$ cat config.mk
export PLATFORM = sky130hd
export DESIGN_NAME = fetch_flat
export DESIGN_NICKNAME = d
export VERILOG_FILES = /design/src/rtl/fetch_pkg.sv /design/src/rtl/fetch_if.sv /design/src/rtl/fetch_branch_target.sv /design/src/rtl/fetch.sv /design/src/flat_wrapper.sv
export SDC_FILE = /design/constraint.sdc
export NUM_CORES = 1
export LEC_CHECK = 0
export CAP_MARGIN = 5
export CELL_PAD_IN_SITES_DETAIL_PLACEMENT = 1
export CELL_PAD_IN_SITES_GLOBAL_PLACEMENT = 1
export CORE_MARGIN = 2
export CORE_UTILIZATION = 38
export CTS_CLUSTER_SIZE = 8
export DETAILED_ROUTE_END_ITERATION = 8
export PLACE_DENSITY_LB_ADDON = 0.08
export SYNTH_ARGS = -nofsm -noshare
export SYNTH_HDL_FRONTEND = slang
export SYNTH_HIERARCHICAL = 1
export SYNTH_SLANG_ARGS = --single-unit
$ cat constraint.sdc
create_clock -name clk_i -period 4.3 [get_ports clk_i]
set_clock_uncertainty 0.2 [all_clocks]
set_input_delay 0.86 -clock clk_i [delete_from_list [all_inputs] [get_ports clk_i]]
set_output_delay 0.86 -clock clk_i [all_outputs]
set_load 0.02 [all_outputs]
$ cat src/rtl/fetch_pkg.sv
// Shared definitions for the instruction fetch stage: FSM states,
// instruction field positions and the immediate sign-extension helper.
package fetch_pkg;

  typedef enum logic [1:0] {
    S_IDLE  = 2'd0,
    S_REQ   = 2'd1,
    S_VALID = 2'd2
  } state_t;

  // Instruction field bit positions (MIPS I-/R-type layout)
  localparam int OPCODE_MSB = 31;
  localparam int OPCODE_LSB = 26;
  localparam int RS_MSB     = 25;
  localparam int RS_LSB     = 21;
  localparam int RT_MSB     = 20;
  localparam int RT_LSB     = 16;
  localparam int RD_MSB     = 15;
  localparam int RD_LSB     = 11;
  localparam int FUNCT_MSB  = 5;
  localparam int FUNCT_LSB  = 0;
  localparam int IMM_MSB    = 15;
  localparam int IMM_LSB    = 0;

  localparam logic [31:0] DEFAULT_RESET_PC = 32'h0000_0000;

  function automatic logic [31:0] sext16(input logic [15:0] v);
    return {{16{v[15]}}, v};
  endfunction

endpackage

$ cat src/rtl/fetch_if.sv
// Fetch-stage bus: instruction-memory read handshake on one side and the
// held-instruction valid/ready handshake plus decoded fields on the other.
interface fetch_if;
  // instruction memory side
  logic        imem_req_o;
  logic [31:0] imem_addr_o;
  logic        imem_ack_i;
  logic [31:0] imem_data_i;
  // downstream side
  logic        instr_valid_o;
  logic        instr_ready_i;
  logic        pc_load_i;
  logic [31:0] instr_o;
  logic [5:0]  opcode_o;
  logic [4:0]  rs_o;
  logic [4:0]  rt_o;
  logic [4:0]  rd_o;
  logic [5:0]  funct_o;
  logic [31:0] imm_o;
  logic [31:0] pc_o;

  // master: the fetch stage itself
  modport master (
    output imem_req_o, imem_addr_o, instr_valid_o, instr_o, opcode_o,
           rs_o, rt_o, rd_o, funct_o, imm_o, pc_o,
    input  imem_ack_i, imem_data_i, instr_ready_i, pc_load_i
  );

  // slave: memory + control/datapath environment
  modport slave (
    input  imem_req_o, imem_addr_o, instr_valid_o, instr_o, opcode_o,
           rs_o, rt_o, rd_o, funct_o, imm_o, pc_o,
    output imem_ack_i, imem_data_i, instr_ready_i, pc_load_i
  );
endinterface

$ cat src/rtl/fetch_branch_target.sv
// Next-PC computation: sequential PC+4, or PC+4 plus the word-scaled
// sign-extended immediate when the branch is taken. Purely combinational,
// wraps modulo 2^32, result always word aligned.
module branch_target (
  input  logic [31:0] pc,
  input  logic [31:0] imm,
  input  logic        pc_load,
  output logic [31:0] next_pc
);

  logic [31:0] offset;
  logic [31:0] sum;

  // Select branch offset and force the result onto a word boundary
  always_comb begin
    offset  = pc_load ? {imm[29:0], 2'b00} : 32'd0;
    sum     = pc + 32'd4 + offset;
    next_pc = sum & 32'hFFFF_FFFC;
  end

endmodule

$ cat src/rtl/fetch.sv
// Instruction fetch stage: PC register, req/ack instruction read, and an
// instruction register exposed downstream through valid/ready with its
// decoded fields. The branch decision is applied when the held word retires.
module fetch
  import fetch_pkg::*;
#(
  parameter logic [31:0] RESET_PC = DEFAULT_RESET_PC
) (
  input  logic clk_i,
  input  logic rst_ni,
  fetch_if.master bus
);

  state_t      state, state_nxt;
  logic [31:0] pc;        // address being / last fetched
  logic [31:0] ir;        // instruction register
  logic [31:0] pc_held;   // address of the word in ir
  logic [31:0] imm;
  logic [31:0] next_pc;
  logic        take_ack;
  logic        retire;

  assign take_ack = (state == S_REQ)   && bus.imem_ack_i;
  assign retire   = (state == S_VALID) && bus.instr_ready_i;
  assign imm      = sext16(ir[IMM_MSB:IMM_LSB]);

  branch_target u_bt (
    .pc      (pc),
    .imm     (imm),
    .pc_load (bus.pc_load_i),
    .next_pc (next_pc)
  );

  // State register; reset abandons any outstanding request
  always_ff @(posedge clk_i or negedge rst_ni) begin
    if (!rst_ni) state <= S_IDLE;
    else         state <= state_nxt;
  end

  // Next-state logic: IDLE -> REQ -> (ack) VALID -> (retire) REQ
  always_comb begin
    state_nxt = state;
    case (state)
      S_IDLE:  state_nxt = S_REQ;
      S_REQ:   if (bus.imem_ack_i)    state_nxt = S_VALID;
      S_VALID: if (bus.instr_ready_i) state_nxt = S_REQ;
      default: state_nxt = S_IDLE;
    endcase
  end

  // PC / IR / held-PC registers; IR frozen outside the ack cycle
  always_ff @(posedge clk_i or negedge rst_ni) begin
    if (!rst_ni) begin
      pc      <= RESET_PC;
      ir      <= 32'd0;
      pc_held <= RESET_PC;
    end else begin
      if (take_ack) begin
        ir      <= bus.imem_data_i;
        pc_held <= pc;
      end
      if (retire) pc <= next_pc;
    end
  end

  // Handshake outputs are pure state decodes
  assign bus.imem_req_o    = (state == S_REQ);
  assign bus.instr_valid_o = (state == S_VALID);
  assign bus.imem_addr_o   = pc;

  // Decoded fields are plain slices of the IR
  assign bus.instr_o  = ir;
  assign bus.opcode_o = ir[OPCODE_MSB:OPCODE_LSB];
  assign bus.rs_o     = ir[RS_MSB:RS_LSB];
  assign bus.rt_o     = ir[RT_MSB:RT_LSB];
  assign bus.rd_o     = ir[RD_MSB:RD_LSB];
  assign bus.funct_o  = ir[FUNCT_MSB:FUNCT_LSB];
  assign bus.imm_o    = imm;
  assign bus.pc_o     = pc_held;

endmodule
$ cat src/flat_wrapper.sv
// flat-port wrapper written by rule: the top's interface ports become plain ports
module fetch_flat import fetch_pkg::*;
#(
  parameter logic [31:0] RESET_PC = DEFAULT_RESET_PC
)
  (clk_i, rst_ni, bus_imem_req_o, bus_imem_addr_o, bus_instr_valid_o, bus_instr_o, bus_opcode_o, bus_rs_o, bus_rt_o, bus_rd_o, bus_funct_o, bus_imm_o, bus_pc_o, bus_imem_ack_i, bus_imem_data_i, bus_instr_ready_i, bus_pc_load_i);
  fetch_if bus_i ();
  input  logic clk_i;
  input  logic rst_ni;
  output wire logic [$bits(bus_i.imem_req_o)-1:0] bus_imem_req_o;
  output wire logic [$bits(bus_i.imem_addr_o)-1:0] bus_imem_addr_o;
  output wire logic [$bits(bus_i.instr_valid_o)-1:0] bus_instr_valid_o;
  output wire logic [$bits(bus_i.instr_o)-1:0] bus_instr_o;
  output wire logic [$bits(bus_i.opcode_o)-1:0] bus_opcode_o;
  output wire logic [$bits(bus_i.rs_o)-1:0] bus_rs_o;
  output wire logic [$bits(bus_i.rt_o)-1:0] bus_rt_o;
  output wire logic [$bits(bus_i.rd_o)-1:0] bus_rd_o;
  output wire logic [$bits(bus_i.funct_o)-1:0] bus_funct_o;
  output wire logic [$bits(bus_i.imm_o)-1:0] bus_imm_o;
  output wire logic [$bits(bus_i.pc_o)-1:0] bus_pc_o;
  input wire logic [$bits(bus_i.imem_ack_i)-1:0] bus_imem_ack_i;
  input wire logic [$bits(bus_i.imem_data_i)-1:0] bus_imem_data_i;
  input wire logic [$bits(bus_i.instr_ready_i)-1:0] bus_instr_ready_i;
  input wire logic [$bits(bus_i.pc_load_i)-1:0] bus_pc_load_i;
  assign bus_imem_req_o = bus_i.imem_req_o;
  assign bus_imem_addr_o = bus_i.imem_addr_o;
  assign bus_instr_valid_o = bus_i.instr_valid_o;
  assign bus_instr_o = bus_i.instr_o;
  assign bus_opcode_o = bus_i.opcode_o;
  assign bus_rs_o = bus_i.rs_o;
  assign bus_rt_o = bus_i.rt_o;
  assign bus_rd_o = bus_i.rd_o;
  assign bus_funct_o = bus_i.funct_o;
  assign bus_imm_o = bus_i.imm_o;
  assign bus_pc_o = bus_i.pc_o;
  assign bus_i.imem_ack_i = bus_imem_ack_i;
  assign bus_i.imem_data_i = bus_imem_data_i;
  assign bus_i.instr_ready_i = bus_instr_ready_i;
  assign bus_i.pc_load_i = bus_pc_load_i;
  fetch #(.RESET_PC(RESET_PC)) u_core (.clk_i(clk_i), .rst_ni(rst_ni), .bus(bus_i));
endmodule
==> out/metrics.csv <==
metric;value;unit
io_buffers;193;
finalHoldViolations;0;
clkPwrFrac;10.6;%
start_util;39.0;%
synth_top_area_share;37.8;%
synth_edf_count;0;
path_class;primary input to flip-flop;
fp.dieW;135;µm
gp_congestion;0.831;
syn_area;6490;µm²
finalNetCount;802;
final_area;8710;µm²
cts_hold_buffers;0;
cts_sinks;98;
p_leak;4.06;nW
yosysTopAreaCell;dfrtp_1;
drt_iter0_markers;134;
intPower;4.58;mW
io_pins;194;
synth_cell_types;55;
p_total;7.91;mW
grt_overflow;0;
rows;47;
arrival;4160;ps
synth_common_cells;98 x dfrtp_1, 65 x buf_4, 57 x ha_1, 49 x mux2_4, 47 x mux2_2;
syn_to_final_growth;34.2;%
p_seq_share;22.9;%
synth-seq-cells;98;
h-tree-depth;3;
clk_pin_slew;70;ps
synthTopCellsByArea;dfrtp_1 38%, mux2_4 11%, ha_1 11%, mux2_2 8.2%, buf_4 7.5%;
fillCellCount;1782;
num_vias;4597;
p_sw;3.33;mW
clock.fmax;0.242;GHz
rsz0062_at_grt;true;
power_frac_comb;66.5;%
synth.most_common_cell;dfrtp_1;
p_per_area;908;nW/µm²
via_per_inst;4.93;
diodes;0;
wl;15900;µm
path_max_fanout;9;
post-route-util;52.3;%
cts_made_buffers;9;
first_global_vias;5087;
dieHeight;135;µm
finalCritPeriodShare;96.0;%
antenna_found_initial;0;
start_kind;primary input;
setup_tns;0;ps
grt_pass1_wl;26200;µm
fin_hold_ws;310;ps
grt.total_usage;18.0;%
min_period;4130;ps
ir_drop;381;µV
async_flop_share;100;%
yosysSeqAreaShare;37.8;%
drc_errors;0;
placed_area;8350;µm²
syn_avg_cell_area;11.9;µm²
dp.final_hpwl;11700;µm
routedWlPerCell;17.1;µm
setup_viol;0;
required;4340;ps
run_status;finished, final reports clean;
relSlewSlack;56.9;%
insertion_delay;350;ps
max-cap-violations;0;
core;16600;µm²
hold_path_class;flip-flop to flip-flop;
netSwitchingFraction;42.1;%
drtAntennaViolNets;0;
clk_path_buf_depth;2;
cts_tree;built;
synthCells;547;
firstDrtPassIters;4;
ys.flop_type;dfrtp_1;
dieArea;18100;µm²
drive_gt1_share;23.5;%
endpoint_kind;flip-flop;
grt_start_max_net_pins;51;
tightest_slew;647;ps
slew_violations;0;
yosysWarnings;6;
cts_root_buffer;clkbuf_16;
==> placed cells by master (no fill, tap or decap), drive strengths merged, types with 10 or more instances in the layout <==
| master | count |
|---|---|
| mux2 | 96 |
| buf | 39 |
| dfrtp | 98 |
| and2 | 32 |
| xnor2 | 18 |
| a21oi | 26 |
| nor2 | 13 |
| o21ai | 12 |
| xor2 | 10 |
| nand2 | 24 |
| ha | 57 |
| clkdlybuf4s50 | 192 |
==> final cells by class <==
| cell class | count | area [µm²] | area share [%] |
|---|---|---|---|
| multi-input cells | 361 | 3420 | 39.2 |
| clock inverters | 7 | 76.3 | 0.876 |
| repair buffers | 231 | 2240 | 25.8 |
| inverters | 6 | 22.5 | 0.259 |
| clock buffers | 9 | 225 | 2.59 |
| well taps | 220 | 275 | 3.16 |
| flip-flops and latches | 98 | 2450 | 28.1 |
==> power groups by stage <==
stage | Sequential, mW | Combinational, mW | Clock, mW
after floorplan | 2.29 | 2.94 | 0
after global placement | 1.81 | 5.16 | 0
after detailed placement | 1.84 | 5.24 | 0
after CTS | 1.83 | 5.29 | 0.870
after global routing | 1.90 | 5.65 | 0.911
final | 1.81 | 5.26 | 0.836
==> critical path, cell delays in order <==
cell,delay (ps)
clkdlybuf4s50_1,390
buf_4,170
and2_1,140
ha_1,280
ha_2,200
fa_2,340
a211o_1,310
a2111oi_4,460
o31ai_2,120
o21ai_2,220
o21ai_4,100
a41oi_2,220
xnor2_1,80
mux2_2,270
==> sequential cells by signal, indices dropped and copies added (netlist names) <==
| signal | cells |
|---|---|
| u_core/bus.imem_addr_o | 32 |
| u_core/bus.instr_o | 32 |
| u_core/bus.pc_o | 32 |
| u_core/state | 2 |
==> cell families (layout without fill, tap and decap cells) <==
group / after synthesis / after routing / synth area share (%)
DFF: 98 / 98 / 37.8
muxes: 97 / 97 / 19.6
and+or+nand+nor: 93 / 93 / 7.98
buffers and inverters: 89 / 253 / 10.3
AOI/OAI and AO/OA: 83 / 83 / 9.13
adders and majority gates: 58 / 58 / 11.3
xor gates and xnor gates: 28 / 28 / 3.78
other: 1 / 2 / 0.0578
==> what timing repair did <==
action                                  CTS  global route
gates resized for setup                   0            10
setup buffers                             0             2
endpoints found under the setup margin    2             5
pin swaps                                 1             6
==> stage by stage <==
stage / std cells / setup slack, ps
2_1_floorplan: 548 / 17.9
3_3_place_gp: 914 / -306
3_5_place_dp: 914 / -390
4_1_cts: 930 / 8.59
5_1_grt: 932 / 0.0626
6_report: 932 / 173
==> metal layers <==
layer / track usage [%] / up-vias / wire length, µm
met5: 0 / - / 0
met4: 3.63 / 0 / 142
met3: 4.47 / 9 / 773
met2: 30.7 / 121 / 7650
met1: 23.4 / 2278 / 7350
li1: - / 2189 / -
==> path summary, 6_finish.rpt <==
kind / startpoint / end / slack (ps) / depth (start not counted)
max: bus_pc_load_i / u_core/bus.imem_addr_o[25] / 170 / 14
min: u_core/bus.pc_o[23] / u_core/bus.pc_o[23] / 310 / 1
max reg2reg: u_core/bus.instr_o[1] / u_core/bus.imem_addr_o[25] / 760 / 12
min reg2reg: u_core/bus.pc_o[23] / u_core/bus.pc_o[23] / 310 / 1
max in group asynchronous: rst_ni / u_core/bus.imem_addr_o[16] / 2870 / 2
min in group asynchronous: rst_ni / u_core/bus.instr_o[23] / 320 / 1
No activity file was read; power rests on OpenSTA's default activity.
